**src/rtl/tetris_pkg.sv**
```systemverilog
// Shared definitions for the Tetris input path and the game-logic FSM.
// Holds the command-code encoding and the pending-source bit indices.
package tetris_pkg;

  localparam int CMD_W = 3;

  // Command codes sent from the sequencer to game logic. 6 and 7 are unused.
  typedef enum logic [CMD_W-1:0] {
    CMD_NONE  = 3'd0,
    CMD_LEFT  = 3'd1,
    CMD_RIGHT = 3'd2,
    CMD_ROT   = 3'd3,
    CMD_FALL  = 3'd4,
    CMD_DROP  = 3'd5
  } cmd_e;

  // Bit positions in the pending vector. Higher index means higher priority.
  localparam int N_SRC     = 5;
  localparam int SRC_FALL  = 0;
  localparam int SRC_RIGHT = 1;
  localparam int SRC_LEFT  = 2;
  localparam int SRC_ROT   = 3;
  localparam int SRC_DROP  = 4;

endpackage

```
**src/rtl/cmd_fifo.sv**
```systemverilog
// Small synchronous FIFO for game-move commands.
// Ports:
//   clk, rst_n         clock, async active-low reset
//   i_flush            synchronous empty (takes priority over push/pop)
//   i_push, i_wdata    write request and data
//   i_pop              read request (ignored when empty)
//   o_rdata            entry at the head
//   o_full, o_empty    occupancy flags
//   o_count            current occupancy, 0..DEPTH
// A push while full is accepted only when a pop happens on the same edge.
module cmd_fifo #(
  parameter int DEPTH = 4,
  parameter int WIDTH = 3
) (
  input  logic                   clk,
  input  logic                   rst_n,
  input  logic                   i_flush,
  input  logic                   i_push,
  input  logic [WIDTH-1:0]       i_wdata,
  input  logic                   i_pop,
  output logic [WIDTH-1:0]       o_rdata,
  output logic                   o_full,
  output logic                   o_empty,
  output logic [$clog2(DEPTH):0] o_count
);

  localparam int AW = $clog2(DEPTH);

  logic [WIDTH-1:0] r_mem [DEPTH];
  logic [AW-1:0]    r_wr_ptr;
  logic [AW-1:0]    r_rd_ptr;
  logic [AW:0]      r_count;

  logic w_do_push;
  logic w_do_pop;

  assign o_empty   = (r_count == '0);
  assign o_full    = (r_count == (AW+1)'(DEPTH));
  assign o_count   = r_count;
  assign o_rdata   = r_mem[r_rd_ptr];

  assign w_do_pop  = i_pop && !o_empty;
  assign w_do_push = i_push && (!o_full || w_do_pop);

  always_ff @(posedge clk or negedge rst_n) begin
    if (!rst_n) begin
      r_wr_ptr <= '0;
      r_rd_ptr <= '0;
      r_count  <= '0;
      for (int i = 0; i < DEPTH; i++) begin
        r_mem[i] <= '0;
      end
    end else if (i_flush) begin
      r_wr_ptr <= '0;
      r_rd_ptr <= '0;
      r_count  <= '0;
    end else begin
      if (w_do_push) begin
        r_mem[r_wr_ptr] <= i_wdata;
        r_wr_ptr        <= r_wr_ptr + AW'(1);
      end
      if (w_do_pop) begin
        r_rd_ptr <= r_rd_ptr + AW'(1);
      end
      case ({w_do_push, w_do_pop})
        2'b10:   r_count <= r_count + (AW+1)'(1);
        2'b01:   r_count <= r_count - (AW+1)'(1);
        default: r_count <= r_count;
      endcase
    end
  end

endmodule

```
**src/rtl/tetris_cmd_sequencer.sv**
```systemverilog
// Turns debounced button press pulses plus an auto-fall timer into an
// ordered stream of game-move commands for the game-logic FSM.
// Ports:
//   clk, rst_n                       clock, async active-low reset
//   left_p, right_p, rot_p, drop_p   one-cycle press pulses
//   level                            game level 0..15, sets gravity speed
//   gravity_en                       run enable for the gravity timer
//   clear                            synchronous flush of all queued work
//   cmd_valid, cmd_code, cmd_ready   valid/ready command handshake
//   fifo_count                       queued command count
//   dropped                          one-cycle pulse when a press is coalesced
// Each source has a pending bit; one bit per cycle is moved into the FIFO by
// fixed priority DROP > ROT > LEFT > RIGHT > FALL.
module tetris_cmd_sequencer
  import tetris_pkg::*;
#(
  parameter int CLK_TICKS_BASE = 50_000_000,
  parameter int LEVEL_STEP     = 4_000_000,
  parameter int MIN_PERIOD     = 5_000_000,
  parameter int CNT_W          = 26,
  parameter int FIFO_DEPTH     = 4
) (
  input  logic                        clk,
  input  logic                        rst_n,
  input  logic                        left_p,
  input  logic                        right_p,
  input  logic                        rot_p,
  input  logic                        drop_p,
  input  logic [3:0]                  level,
  input  logic                        gravity_en,
  input  logic                        clear,
  output logic                        cmd_valid,
  output logic [CMD_W-1:0]            cmd_code,
  input  logic                        cmd_ready,
  output logic [$clog2(FIFO_DEPTH):0] fifo_count,
  output logic                        dropped
);

  // Extra headroom so level*LEVEL_STEP can exceed the base without wrapping.
  localparam int PW = CNT_W + 5;

  logic [N_SRC-1:0] r_pend;
  logic [CNT_W-1:0] r_grav_cnt;
  logic             r_dropped;

  logic [PW-1:0]    w_step_total;
  logic [PW-1:0]    w_period;
  logic [PW-1:0]    w_period_m1;
  logic             w_grav_tick;
  logic             w_fall_set;

  logic [N_SRC-1:0] w_sel_mask;
  logic [CMD_W-1:0] w_sel_code;
  logic [N_SRC-1:0] w_clr_mask;
  logic [N_SRC-1:0] w_set_vec;
  logic             w_push;
  logic             w_drop_push;
  logic             w_pop;

  logic [CMD_W-1:0] w_rdata;
  logic             w_full;
  logic             w_empty;

  // Gravity period with saturation at MIN_PERIOD.
  always_comb begin
    w_step_total = PW'(level) * PW'(LEVEL_STEP);
    if ((w_step_total + PW'(MIN_PERIOD)) > PW'(CLK_TICKS_BASE)) begin
      w_period = PW'(MIN_PERIOD);
    end else begin
      w_period = PW'(CLK_TICKS_BASE) - w_step_total;
    end
    w_period_m1 = w_period - PW'(1);
  end

  // >= rather than == so a level increase mid-count fires right away.
  assign w_grav_tick = gravity_en && (PW'(r_grav_cnt) >= w_period_m1);

  // Fixed-priority pick of one pending source.
  always_comb begin
    w_sel_mask = '0;
    w_sel_code = CMD_NONE;
    if (r_pend[SRC_DROP]) begin
      w_sel_mask[SRC_DROP] = 1'b1;
      w_sel_code           = CMD_DROP;
    end else if (r_pend[SRC_ROT]) begin
      w_sel_mask[SRC_ROT] = 1'b1;
      w_sel_code          = CMD_ROT;
    end else if (r_pend[SRC_LEFT]) begin
      w_sel_mask[SRC_LEFT] = 1'b1;
      w_sel_code           = CMD_LEFT;
    end else if (r_pend[SRC_RIGHT]) begin
      w_sel_mask[SRC_RIGHT] = 1'b1;
      w_sel_code            = CMD_RIGHT;
    end else if (r_pend[SRC_FALL]) begin
      w_sel_mask[SRC_FALL] = 1'b1;
      w_sel_code           = CMD_FALL;
    end
  end

  assign w_pop       = cmd_ready && !w_empty;
  assign w_push      = !clear && (|r_pend) && (!w_full || w_pop);
  assign w_drop_push = w_push && w_sel_mask[SRC_DROP];

  // A hard drop lands the piece, so a gravity tick on that same edge is moot.
  assign w_fall_set  = w_grav_tick && !w_drop_push;

  always_comb begin
    w_set_vec            = '0;
    w_set_vec[SRC_DROP]  = drop_p;
    w_set_vec[SRC_ROT]   = rot_p;
    w_set_vec[SRC_LEFT]  = left_p;
    w_set_vec[SRC_RIGHT] = right_p;
    w_set_vec[SRC_FALL]  = w_fall_set;

    w_clr_mask = '0;
    if (w_push) begin
      w_clr_mask = w_sel_mask;
    end
    if (w_drop_push) begin
      w_clr_mask[SRC_FALL] = 1'b1;
    end
  end

  // Set wins over the enqueue clear, so a press in the enqueue cycle is kept.
  always_ff @(posedge clk or negedge rst_n) begin
    if (!rst_n) begin
      r_pend    <= '0;
      r_dropped <= 1'b0;
    end else if (clear) begin
      r_pend    <= '0;
      r_dropped <= 1'b0;
    end else begin
      r_pend    <= (r_pend & ~w_clr_mask) | w_set_vec;
      r_dropped <= |(w_set_vec & r_pend & ~w_clr_mask);
    end
  end

  always_ff @(posedge clk or negedge rst_n) begin
    if (!rst_n) begin
      r_grav_cnt <= '0;
    end else if (clear || !gravity_en || w_drop_push || w_grav_tick) begin
      r_grav_cnt <= '0;
    end else begin
      r_grav_cnt <= r_grav_cnt + CNT_W'(1);
    end
  end

  cmd_fifo #(
    .DEPTH (FIFO_DEPTH),
    .WIDTH (CMD_W)
  ) u_fifo (
    .clk     (clk),
    .rst_n   (rst_n),
    .i_flush (clear),
    .i_push  (w_push),
    .i_wdata (w_sel_code),
    .i_pop   (w_pop),
    .o_rdata (w_rdata),
    .o_full  (w_full),
    .o_empty (w_empty),
    .o_count (fifo_count)
  );

  assign cmd_valid = !w_empty;
  assign cmd_code  = w_empty ? CMD_NONE : w_rdata;
  assign dropped   = r_dropped;

endmodule

```
**config.mk**
```make
export PLATFORM = sky130hd
export DESIGN_NAME = tetris_cmd_sequencer
export DESIGN_NICKNAME = d
export VERILOG_FILES = /design/src/rtl/tetris_pkg.sv /design/src/rtl/cmd_fifo.sv /design/src/rtl/tetris_cmd_sequencer.sv
export SDC_FILE = /design/constraint.sdc
export NUM_CORES = 1
export LEC_CHECK = 0
export BUFFER_PORTS_ARGS = -buffer_cell sky130_fd_sc_hd__buf_2
export CAP_MARGIN = 25
export CORE_MARGIN = 2
export CORE_UTILIZATION = 60
export DETAILED_ROUTE_END_ITERATION = 8
export GPL_TIMING_DRIVEN = 0
export PLACE_DENSITY = 0.78
export SYNTH_ARGS = -nofsm -noshare
export SYNTH_HDL_FRONTEND = slang
export SYNTH_SLANG_ARGS = --single-unit
```
**constraint.sdc**
```tcl
create_clock -name clk -period 6.25 [get_ports clk]
set_input_delay 0.625 -clock clk [delete_from_list [all_inputs] [get_ports clk]]
set_output_delay 0.625 -clock clk [all_outputs]
set_load 0.005 [all_outputs]
```
=== After elaboration in Yosys (flattened, before gate mapping) ===
Cells that the tools add are included.

* Bits of input ports: 13
* Logic and storage cells: 94
* Register bits: 51
* Output and inout bits: 8

* Multiply operators: 1
* Bitwise operators: 8
* Add/subtract/negate cells: 8
* $lt $le $gt $ge: 5
* Equality and inequality tests: 3
* Mux-type cells: 33
* Reduce and logical (&&, ||, !) cells: 26

{| class="wikitable"
|+ Operator list
! operator !! count
|-
| $mux 3 || 11
|-
| $ge 26x31->1 || 1
|-
| $mux 31 || 1
|-
| $sub 31x1->31 const B || 1
|-
| $add 26x23->27 const B || 1
|-
| $gt 27x26->1 const B || 1
|-
| $sub 26x26->27 const A || 1
|-
| $add 26x1->26 const B || 1
|-
| $mux 26 || 1
|-
| $mul 4x14->18 const B || 1
|-
| $and 5x5->5 || 3
|-
| $bwmux 12 || 1
|-
| $mux 2 || 5
|-
| $mux 5 || 2
|-
| $reduce_or 5->1 || 2
|-
| $logic_and 1x1->1 || 9
|-
| $mux 1 || 8
|-
| $bmux 3 s2 || 1
|-
| $demux 3 s2 || 1
|-
| $ge 3x3->1 const B || 2
|-
| $not 2->3 || 2
|-
| $pmux 3 s2 || 1
|-
| $logic_not 1->1 || 5
|-
| $logic_or 1x1->1 || 5
|-
| other kinds (15) || 17
|}

=== Logic depth before layout (Yosys ltp) ===
Gate-level depths: netlist (run 1).

* Word-level depth: 12
* Depth in mapped cells: 23
* Mapped depth without buffers: 20

=== Cells and area by module ===
From an unflattened synthesis (run 1), not the netlist that was laid out.

* Cell total of the unflattened synthesis: 459
* Area total of the unflattened synthesis: 4,536.9 um^2

{| class="wikitable"
|+ Modules (own cells, without submodules)
! module !! area an instance (um^2) !! sequential area each (um^2) !! instances !! cells an instance
|-
| tetris_cmd_sequencer || 3,433.3 || 800.8 || 1 || 371
|-
| cmd_fifo || 1,103.6 || 475.5 || 1 || 88
|}

=== Worst setup path before layout (run 1) ===
Ideal clock, no wire load.

* Path kind: input-to-reg
* From: input level[1]
* To: register r_grav_cnt[16]
* Stages: 21
* Slack: 0.895 ns
* Data arrival time: 5.236 ns
* Path buffers: 2
* Required time: 6.131 ns
* Library setup time: 0.119 ns
* Cell sequence: buf_6 > inv_1 > ha_1 > fa_1 > inv_1 > fa_1 > xor2_1 > nor2_1 > a21oi_2 > or3b_1 > o211ai_2 > nor3_1 > ha_1 > nand3_1 > nor4_1 > a21oi_1 > a2111oi_0 > o221ai_1 > o21ai_2 > buf_4 > nor2_1

* Word-level cells in the longest chain between the ends: 9
* Elaborated cells between the ends (all ways): 10
* Those cells by class: add/sub: 3; mul: 1; order compare: 2; mux: 2; reduce/logical: 2

{| class="wikitable"
|+ Ends and longest elaborated chain
! what !! RTL line !! RTL
|-
| start, declared || tetris_cmd_sequencer.sv:29 || <nowiki>input logic [3:0] level,</nowiki>
|-
| $mul 4x14->18 * || tetris_cmd_sequencer.sv:66 || <nowiki>w_step_total = PW'(level) * PW'(LEVEL_STEP);</nowiki>
|-
| $add 26x23->27 || tetris_cmd_sequencer.sv:67 || <nowiki>if ((w_step_total + PW'(MIN_PERIOD)) > PW'(CLK_TICKS_BASE)) begin</nowiki>
|-
| $gt 27x26->1 || tetris_cmd_sequencer.sv:67 ||
|-
| $mux 31 * || tetris_cmd_sequencer.sv:67 ||
|-
| $sub 31x1->31 * || tetris_cmd_sequencer.sv:72 || <nowiki>w_period_m1 = w_period - PW'(1);</nowiki>
|-
| $ge 26x31->1 * || tetris_cmd_sequencer.sv:76 || <nowiki>assign w_grav_tick = gravity_en && (PW'(r_grav_cnt) >= w_period_m1);</nowiki>
|-
| $logic_and 1x1->1 * || tetris_cmd_sequencer.sv:76 ||
|-
| $logic_or 1x1->1 * || tetris_cmd_sequencer.sv:141 || <nowiki>end else if (clear || !gravity_en || w_drop_push || w_grav_tick) begin</nowiki>
|-
| $mux 26 * || tetris_cmd_sequencer.sv:141 ||
|-
| end signal, assigned || tetris_cmd_sequencer.sv:144 || <nowiki>r_grav_cnt <= r_grav_cnt + CNT_W'(1);</nowiki>
|-
| end, declared || tetris_cmd_sequencer.sv:43 || <nowiki>logic [CNT_W-1:0] r_grav_cnt;</nowiki>
|}

Every way passes the cells marked *; elsewhere a longest branch is shown, timed or not.
A chain may end at the register's enable or synchronous reset.

=== Final worst setup path (run 1) ===
* From: input level[1]
* To: register r_grav_cnt[12]

The elaborated chain is that of the path after synthesis.

==> flow_summary.toml, run 1 <==
[synth]
seq_area_frac_synth_pct = 29.5
synthArstFlopShare_pct = 100
netlist_area_um2 = 4330
syn_inst = 485
synthFlopType = "dfrtp_1"
syn_nets = 549
synth_warnings = 0
synth_top_area_cell = "dfrtp_1"
synth_area_leaders = "dfrtp_1 (29%), ha_1 (13%), nor2_1 (5.5%), xnor2_1 (5.1%), xor2_1 (5.1%)"
synth-seq-cells = 51
netlist.area_leader.share_pct = 29.5
synthDistinctLibCells = 66
avgSynthCellArea_um2 = 8.93
synth_edf_count = 0

[setup_path]
r2r-end = "u_fifo.o_count[2]"
path_cells = "buf_2, buf_6, inv_1, ha_1, fa_1, inv_1, fa_1, nand2b_1, a21oi_2, o211ai_1, or3b_1, o211ai_4, nor3_1, ha_1, nand3_1, nor4_1, a21oi_1, a2111oi_2, o221ai_1, o21ai_2, buf_4, buf_4, nor2_1"
arrival_ps = 6150
cpPeakStageDelay_ps = 550
crit_slowest_cell = "fa_1"
critPathRequiredTime_ps = 6450
reg2reg_from = "u_fifo.o_count[0]"
crit_type = "input port to flip-flop"
regToRegSetupSlack_ps = 3570
path_max_fanout = 10
crit_cells = 23
critPathBufInv = 6
r2r_cells = 10
worst_setup_path_start_kind = "input port"
cpLargestDelayFamily = "compound AO/OA/AOI/OAI gates"
crit_path_end_kind = "flip-flop"

[floorplan]
dieHeight_um = 89.0
row_count = 30
die_x_um = 89.0
core_um2 = 6910
ios = 21
dieArea_um2 = 7910
initial_utilization_pct = 62.7

[clock_network]
clockBufferDepth = 2
cts.sinks = 51
cts_tree = "built"
numCtsBuffers = 5
clock_latency_ps = 320
h-tree-depth = 2
path_clk_slew_ps = 90
clockRootBuffer = "clkbuf_8"

[sta]
hold_violations = 0
final_max_slew_viol_count = 0
tns_ps = 0
slew_headroom_pct = 60.6
skew_ps = 12.8
fmax_mhz = 168
tightest_slew_ps = 587
finalCritPeriodShare_pct = 95.2
final.min_clock_period_ps = 5950
finalSetupViolations = 0

[power_and_ir_drop]
p_comb_share_pct = 47.6
p_per_area_nw_per_um2 = 270
ir_worst_vdd_v = 0.000121
pwr-share-clk_pct = 18.8
p_seq_share_pct = 33.6
p_int_uw = 779
leakage_uw = 0.00212
swShare_pct = 38.9
p_sw_uw = 496

[global_routing]
grt_max_degree = 41
first_global_vias = 3344
overflow = 0
antenna_found_initial = 0
track_usage_pct = 24.7
grt_pass1_wl_mm = 15.6

[run]
drv_cap = 0

[cells_and_area]
final_core_util_pct = 68.4
fin_cells = 611
drive_gt1_share_pct = 13.2
nets = 578
syn_to_final_growth_pct = 9.07
antenna_cells = 0

[place]
dpl.hpwl_mm = 7.07
dp_cells = 602
io_buffers = 20
globalplace.congestion = 0.904

[drt]
drt_wl_total_mm = 8.88
remaining_drc_errors = 0
ant_nets = 0
vias = 3525
vias_per_cell = 5.77
dr.first_iter.drc_count = 188
wire_per_inst_um = 14.5
firstDrtPassIters = 4

[outcome]
outcome = "complete, no violations"

[hold_path]
hold_class = "input port to asynchronous set/reset pin"
synthesized netlist by cell type, drive strengths merged, types with 3 or more instances:
master and instances:
buf 7, a31oi 3, o211ai 5, nor3b 3
mux2 4, nand3 18, a211oi 5, a2111oi 3
nand2b 4, clkbuf 5, or3b 5, mux2i 4
or2 3, o21a 4, dfrtp 51, nor2 64
xor2 25, and3 6, fa 6, nor3 16
nand2 46, nand4 8, inv 26, mux4 3
or3 8, o21ai 21, and2 8, ha 45
xnor2 25, a21oi 16, a21o 4, nor2b 6
kinds of logic after synthesis:
| logic type | Yosys count | synth area share [%] |
|---|---|---|
| AO/OA/AOI/OAI | 80 | 13.0 |
| XOR/XNOR | 50 | 10.1 |
| adder cells (fa/ha/maj) | 51 | 15.8 |
| buffers and inverters | 38 | 3.90 |
| flip-flops | 51 | 29.5 |
| multiplexers | 11 | 3.81 |
| AND/OR/NAND/NOR | 204 | 24.0 |
flip-flops by register name, indices dropped and copies added (netlist names):
name	cells
u_fifo.r_mem	12
u_fifo.r_rd_ptr	2
u_fifo.r_wr_ptr	2
r_grav_cnt	26
u_fifo.o_count	3
r_pend	5
dropped	1
how the worst max path moves through the flow:
| stage | startpoint | to | slack [ps] |
|---|---|---|---|
| 2_1_floorplan | level[1] | r_grav_cnt[16] | 900 |
| 3_3_place_gp | level[1] | r_grav_cnt[12] | -270 |
| 3_5_place_dp | level[1] | r_grav_cnt[7] | -320 |
| 4_1_cts | level[1] | r_grav_cnt[12] | 50 |
| 5_1_grt | level[1] | r_grav_cnt[12] | -20 |
| 6_report | level[1] | r_grav_cnt[12] | 300 |
cells in the final DEF, fill, tap and decap left out, types with 6 or more instances in the layout:
master,netlist,routed
dfrtp_1,51,51
a21oi_1,14,14
ha_1,45,45
xor2_1,25,24
nor2b_1,6,6
o21ai_0,20,20
or3_1,8,8
and2_1,6,6
nand4_1,7,7
nand2_1,44,44
and3_1,6,6
xnor2_1,25,25
nor3_1,16,16
nand3_1,13,13
inv_1,26,26
nor2_1,64,64
buf_2,3,23
fa_1,6,6
final cells by class:
type / count / area, µm²
repair buffers: 22 / 128
inverters: 26 / 97.6
fillers: 570 / 2180
clock buffers: 5 / 68.8
clock inverters: 3 / 46.3
multi-input cells: 396 / 2920
flip-flops and latches: 51 / 1280
well taps: 96 / 120
plain buffers: 12 / 71.3
worst reg2reg max path, cell delays in order (launching register included):
cell	delay, ps
dfrtp_1	460
nor2_1	90
a31o_2	290
a21oi_1	250
clkbuf_1	360
nor2_1	100
fa_1	380
or3_1	380
nand2_1	80
xnor2_1	120
nor2_1	60
per-layer routing:
metal	GRT usage (%)	routed length [µm]
met5	0	0
met2	41.9	4410
met1	34.8	4150
met3	2.22	219
met4	5.43	100
per-stage QoR:
step / hold slack (ps) / instance area [µm²] / total power (µW) / setup slack, ps
6_report: 190 / 4720 / 1270 / 300
5_1_grt: 202 / 4720 / 1390 / -17.2
4_1_cts: 195 / 4690 / 1270 / 50.3
3_5_place_dp: 470 / 4570 / 1030 / -322
3_3_place_gp: 458 / 4550 / 1000 / -269
2_1_floorplan: 329 / 4330 / 882 / 895
power groups by stage:
stage / Combinational, µW / Sequential, µW / Clock (µW)
after global routing: 691 / 438 / 258
after detailed placement: 597 / 436 / 0
after global placement: 572 / 431 / 0
final: 607 / 428 / 240
after CTS: 602 / 429 / 244
after floorplan: 457 / 425 / 0
timing repair:
| action | CTS | global route |
|---|---|---|
| gates resized for setup | 1 | 4 |
| buffers inserted | 0 | 1 |
| endpoints found under the setup margin | 20 | 28 |
| hold buffers | 0 | 0 |
| pin swaps | 0 | 1 |
No activity file was read; power rests on OpenSTA's default activity.
==> run 2: changes to the inputs <==
- CORE_UTILIZATION: 60 -> 58
- CTS_BUF_LIST: default -> sky130_fd_sc_hd__clkbuf_8
- PLACE_DENSITY: 0.78 -> 0.79
- clock period: 6.25 -> 5.1 ns (I/O delays scaled with it)
==> run 2 against run 1 <==
Compared with the run above: the run now ends with negative setup slack left; largest power group unchanged; worst hold slack got worse by 130 ps; global-route usage increased by 0.26 points; clock-buffer cell count unchanged; clock power increased by 5%; worst setup slack got worse by 470 ps; clock skew decreased by 4.8 ps; final area increased by 12%.
==> flow_summary.toml, run 2 (synthesized netlist as in run 1, its figures left out) <==
[global_routing]
track_usage_pct = 25.0
grt_max_degree = 42
antenna_found_initial = 0
first_global_vias = 3659
grt_pass1_wl_mm = 17.0
overflow = 0

[cells_and_area]
seq_area_um2 = 1280
syn_to_final_growth_pct = 21.9
drive_gt1_share_pct = 24.8
nets = 604
fillers = 524
multi_input_area_um2 = 3180
largest_reg_flops = 26
antenna_cells = 0
mostFrequentLayoutCells = "nor2_1 (52), dfrtp_1 (51), nand2_1 (44), ha_1 (43)"
regMostFlops = "r_grav_cnt"
reg.largest.list = "r_grav_cnt (26), u_fifo.r_mem (12), r_pend (5)"
final_common_cell = "nor2_1"

[drt]
drt_wl_total_mm = 9.90
dr.first_iter.drc_count = 292
wl_met3_um = 228
remaining_drc_errors = 0
firstDrtPassIters = 5
topRoutingLayerUsed = "met4"
ant_nets = 0
vias_per_cell = 5.72
wirelength_met1_mm = 4.45
wire_per_inst_um = 15.5
wl_met2_mm = 5.04
vias = 3662

[setup_path]
path_common_cell = "buf_4"
regToRegSetupSlack_ps = 2360
reg2reg_from = "u_fifo.o_count[0]"
crit_type = "input port to flip-flop"
crit_slowest_cell = "or4b_4"
r2r-end = "u_fifo.o_count[2]"
worst_setup_path_start_kind = "input port"
path_max_fanout = 6
cpPeakStageDelay_ps = 530
critPathRequiredTime_ps = 5310
crit_path_end_kind = "flip-flop"
r2r_cells = 10
arrival_ps = 5480

[clock_network]
numCtsBuffers = 5
path_clk_slew_ps = 100
h-tree-depth = 2
clockBufferDepth = 2
cts.sinks = 51
cts_tree = "built"
clock_latency_ps = 310
clockRootBuffer = "clkbuf_8"

[power_and_ir_drop]
p_per_area_nw_per_um2 = 322
leakage_uw = 0.00231
ir_worst_vdd_v = 0.000191
fin_total_pwr_uw = 1700

[sta]
setup_ws_ps = -174
finalSetupViolations = 27
tightest_slew_ps = 666
final.min_clock_period_ps = 5270
finalCritPeriodShare_pct = 103
fmax_mhz = 190
skew_ps = 7.95
final_max_slew_viol_count = 0
hold_violations = 0
slew_headroom_pct = 55.2
grt_setup_unrepaired = "yes"

[place]
io_buffers = 20
globalplace.congestion = 0.853
dpl.hpwl_mm = 7.20
pre_cts_slack_ps = -1170

[floorplan]
dieHeight_um = 90.4
core_um2 = 7250
dieArea_um2 = 8180
row_count = 31
die_x_um = 90.4
initial_utilization_pct = 59.7
ios = 21

[hold_path]
hold_class = "input port to asynchronous set/reset pin"

[outcome]
outcome = "complete, but fails checks"
violations = "negative setup slack"

[run]
drv_cap = 0
[run 2: changes by cell type in the layout (fill, tap and decap cells not counted), moves of 3 or more]
cell    before  now
nor2_1      64   52
nor2_4       0    3
buf_12       1    5
buf_8        0    3
buf_6        2    5
buf_4        3   21
nor3_1      16   11
buf_2       23   20
nor3_2       0    5
nor2_2       0    9
[run 2: area by class of cell]
class / count / share of cell area [%]
sequential: 51 / 24.2
timing repair buffer: 48 / 7.94
clock buffer: 5 / 1.30
inverter: 26 / 1.90
buffer: 12 / 1.64
clock inverter: 3 / 0.545
tap: 99 / 2.35
multi-input combinational: 396 / 60.2
[run 2: critical path, delay by kind of cell]
kind	cells	cell delay (ps)
compound gates	6	1070
fa+ha+maj	4	1450
simple gates	7	1380
buf+inv	8	1070
[run 2: metrics by stage]
step / TNS (ps) / hold slack (ps) / cell area, µm² / instances / utilization (%)
final: -3770 / 58.5 / 5280 / 640 / 72.8
after global routing: -9350 / 73.6 / 5280 / 640 / 72.8
after CTS: -3900 / 69.9 / 5140 / 637 / 70.8
after detailed placement: -31280 / 407 / 4640 / 605 / 64.0
after global placement: -23940 / 458 / 4620 / 604 / 63.7
after floorplan: 0 / 214 / 4400 / 485 / -
[run 2: timing repair]
action	in CTS	in global routing
buffers inserted	22	3
cloned	2	0
pin swaps	35	19
hold buffers	0	0
endpoints found under the hold margin	0	0
endpoints found under the setup margin	28	28
resized for setup	44	24
[run 2: how the worst max path moves through the flow]
stage                     startpoint        endpoint  slack [ps]  cells past startpoint
after global routing        level[1]   r_grav_cnt[5]        -400                     27
after global placement      level[1]  r_grav_cnt[11]        -900                     22
final                       level[1]  r_grav_cnt[12]        -170                     25
after floorplan             level[1]  r_grav_cnt[17]          30                     21
after CTS                   level[2]  r_grav_cnt[20]        -180                     24
after detailed placement    level[1]  r_grav_cnt[16]       -1170                     22
[run 2: power by group]
part | leakage [µW] | total [µW] | switching (µW) | internal [µW]
Sequential | 0.000685 | 528 | 53.8 | 474
Clock | 0.0000502 | 252 | 150 | 102
Combinational | 0.00158 | 922 | 485 | 438
Total | 0.00231 | 1700 | 688 | 1010
[run 2: per-layer routing]
| metal | up-vias | global-route usage, % |
|---|---|---|
| li1 | 1811 | - |
| met1 | 1774 | 32.5 |
| met2 | 58 | 44.4 |
| met3 | 19 | 2.50 |
| met4 | 0 | 7.18 |
| met5 | - | 0 |
==> run 3: changes to the inputs <==
- CORE_UTILIZATION: 58 -> 60
- PLACE_DENSITY: 0.79 -> 0.78
- RECOVER_POWER: default -> 25
- clock period: 5.1 -> 5.2 ns (I/O delays scaled with it)
==> run 3 against run 2 <==
Compared with the run above: the flow finishes with violations (max-capacitance violations, max-slew violations, negative setup slack); die area fell by 3.2%; register-to-register slack improved by 170 ps; final area rose by 2.6%; non-clock buffer count rose by 8; flip-flop and latch count did not move; power rose by 6.4%; sequential share of layout area fell by 0.62 points; largest power group unchanged; cell count rose by 0.78%.
==> flow_summary.toml, run 3 (synthesized netlist as in run 1, its figures left out) <==
[global_routing]
grt_max_degree = 39
globalRouteMet3Util_pct = 3.42
overflow = 0
track_usage_pct = 27.7
top_usage_layer = "met2"
grt_pass1_wl_mm = 17.1
antenna_found_initial = 0
grtUsageMet1_pct = 36.5
use_met2_pct = 48.2
first_global_vias = 3608

[clock_network]
path_clk_slew_ps = 100
clockRootBuffer = "clkbuf_8"
numCtsBuffers = 5
cts_tree = "built"
h-tree-depth = 2
cts.sinks = 51
ctsHoldBuffers = 0
clockBufferDepth = 2
clock_latency_ps = 320

[drt]
firstDrtPassIters = 8
drt_wl_total_mm = 11.6
vias_per_cell = 6.08
remaining_drc_errors = 0
wire_per_inst_um = 18.0
dr.first_iter.drc_count = 230
vias = 3923
ant_nets = 0

[sta]
fmax_mhz = 185
setup_ws_ps = -219
tightest_slew_ps = 2030
final_max_slew_viol_count = 39
finalCritPeriodShare_pct = 104
tns_ps = -5260
final.min_clock_period_ps = 5420
hold_violations = 0
finalSetupViolations = 28
grt_setup_unrepaired = "yes"
slew_headroom_pct = -35.3
skew_ps = 8.33

[floorplan]
core_um2 = 6910
die_x_um = 89.0
row_count = 30
ios = 21
initial_utilization_pct = 62.7
dieHeight_um = 89.0
dieArea_um2 = 7910

[place]
io_buffers = 20
globalplace.congestion = 0.892
dpl.hpwl_mm = 7.01

[cells_and_area]
final_core_util_pct = 78.4
drive_gt1_share_pct = 27.3
syn_to_final_growth_pct = 25.1
mostFrequentLayoutCells = "dfrtp_1 (51), nand2_1 (44), nor2_1 (44), ha_1 (40), buf_4 (29)"
reg.largest.list = "r_grav_cnt (26), u_fifo.r_mem (12), r_pend (5)"
antenna_cells = 0
largest_reg_flops = 26
final_common_cell = "dfrtp_1"
regMostFlops = "r_grav_cnt"
nets = 612

[setup_path]
crit_path_end_kind = "flip-flop"
critPathRequiredTime_ps = 5400
r2r_cells = 10
arrival_ps = 5620
worst_setup_path_start_kind = "input port"
crit_type = "input port to flip-flop"
r2r-end = "u_fifo.o_count[2]"
reg2reg_from = "u_fifo.o_count[0]"
path_max_fanout = 6
regToRegSetupSlack_ps = 2530

[power_and_ir_drop]
p_int_uw = 1080
ir_worst_vdd_v = 0.000194
p_seq_share_pct = 28.5
p_comb_share_pct = 55.4
swShare_pct = 40.4
p_sw_uw = 732
leakage_uw = 0.00234
pwr-share-clk_pct = 16.1
p_per_area_nw_per_um2 = 334

[hold_path]
hold_class = "input port to asynchronous set/reset pin"

[run]
drv_cap = 1

[outcome]
violations = "max-capacitance violations, max-slew violations, negative setup slack"
outcome = "complete, but fails checks"
[run 3: changes by cell type in the layout (fill, tap and decap cells not counted), sizes merged]
cell,change
buf,+5
bufinv,+1
clkbuf,+3
clkinv,-2
clkinvlp,+2
inv,-1
[run 3: power groups by stage]
stage	registers, µW	clock network, µW	logic (µW)
after floorplan	510	0	557
after global placement	518	0	696
after detailed placement	524	0	726
after CTS	515	292	861
after global routing	525	306	1090
final	515	292	1000
[run 3: worst max-delay path by stage]
| stage | from | end | slack, ps |
|---|---|---|---|
| 6_report | level[1] | r_grav_cnt[13] | -220 |
| 5_1_grt | level[1] | r_grav_cnt[13] | -340 |
| 4_1_cts | level[2] | r_grav_cnt[0] | 10 |
| 3_5_place_dp | level[1] | r_grav_cnt[13] | -1180 |
| 3_3_place_gp | level[1] | r_grav_cnt[15] | -1110 |
| 2_1_floorplan | level[1] | r_grav_cnt[17] | 6 |
[run 3: repair_timing]
| item | in CTS | in global routing |
|---|---|---|
| gates cloned | 3 | 0 |
| setup endpoints to repair | 28 | 28 |
| resized for setup | 39 | 51 |
| setup buffers | 19 | 15 |
| pin swaps | 27 | 36 |
[run 3: per-layer routing]
| layer | wire length [µm] | vias to the layer above |
|---|---|---|
| met5 | 0 | - |
| met4 | 338 | 0 |
| met3 | 522 | 38 |
| met2 | 5950 | 135 |
| met1 | 4770 | 1926 |
| li1 | - | 1824 |
[run 3: metrics by stage]
stage               area, µm²  hold slack (ps)  setup slack [ps]  power, µW  instances
floorplan                4360              224              6.11       1070        485
global placement         4580              457             -1110       1210        601
detailed placement       4600              445             -1180       1250        602
CTS                      5080              106              13.9       1670        631
global route             5420              315              -344       1920        645
finish                   5420              249              -219       1810        645
[run 3: cell type report]
| class | count | area [µm²] |
|---|---|---|
| Buffer | 12 | 88.8 |
| Clock buffer | 5 | 68.8 |
| Clock inverter | 3 | 46.3 |
| Fill cell | 439 | 1490 |
| Inverter | 26 | 101 |
| Multi-Input combinational cell | 396 | 3270 |
| Sequential cell | 51 | 1280 |
| Tap cell | 96 | 120 |
| Timing Repair Buffer | 56 | 444 |
[run 3: critical path: stages]
cell and delay, ps:
buf_12 110, fa_1 570, inv_1 70, fa_1 490, inv_2 50, ha_4 180
nor2_1 240, a21oi_4 140, nand4b_1 160, o211ai_1 190, or3b_4 440, o211ai_4 310
buf_4 190, nor3_1 60, ha_1 310, nand2_1 130, or3_1 420, a41oi_1 240
a2111o_1 150, o221ai_2 100, o21ai_2 180, buf_6 170, buf_8 120, nor2_1 50
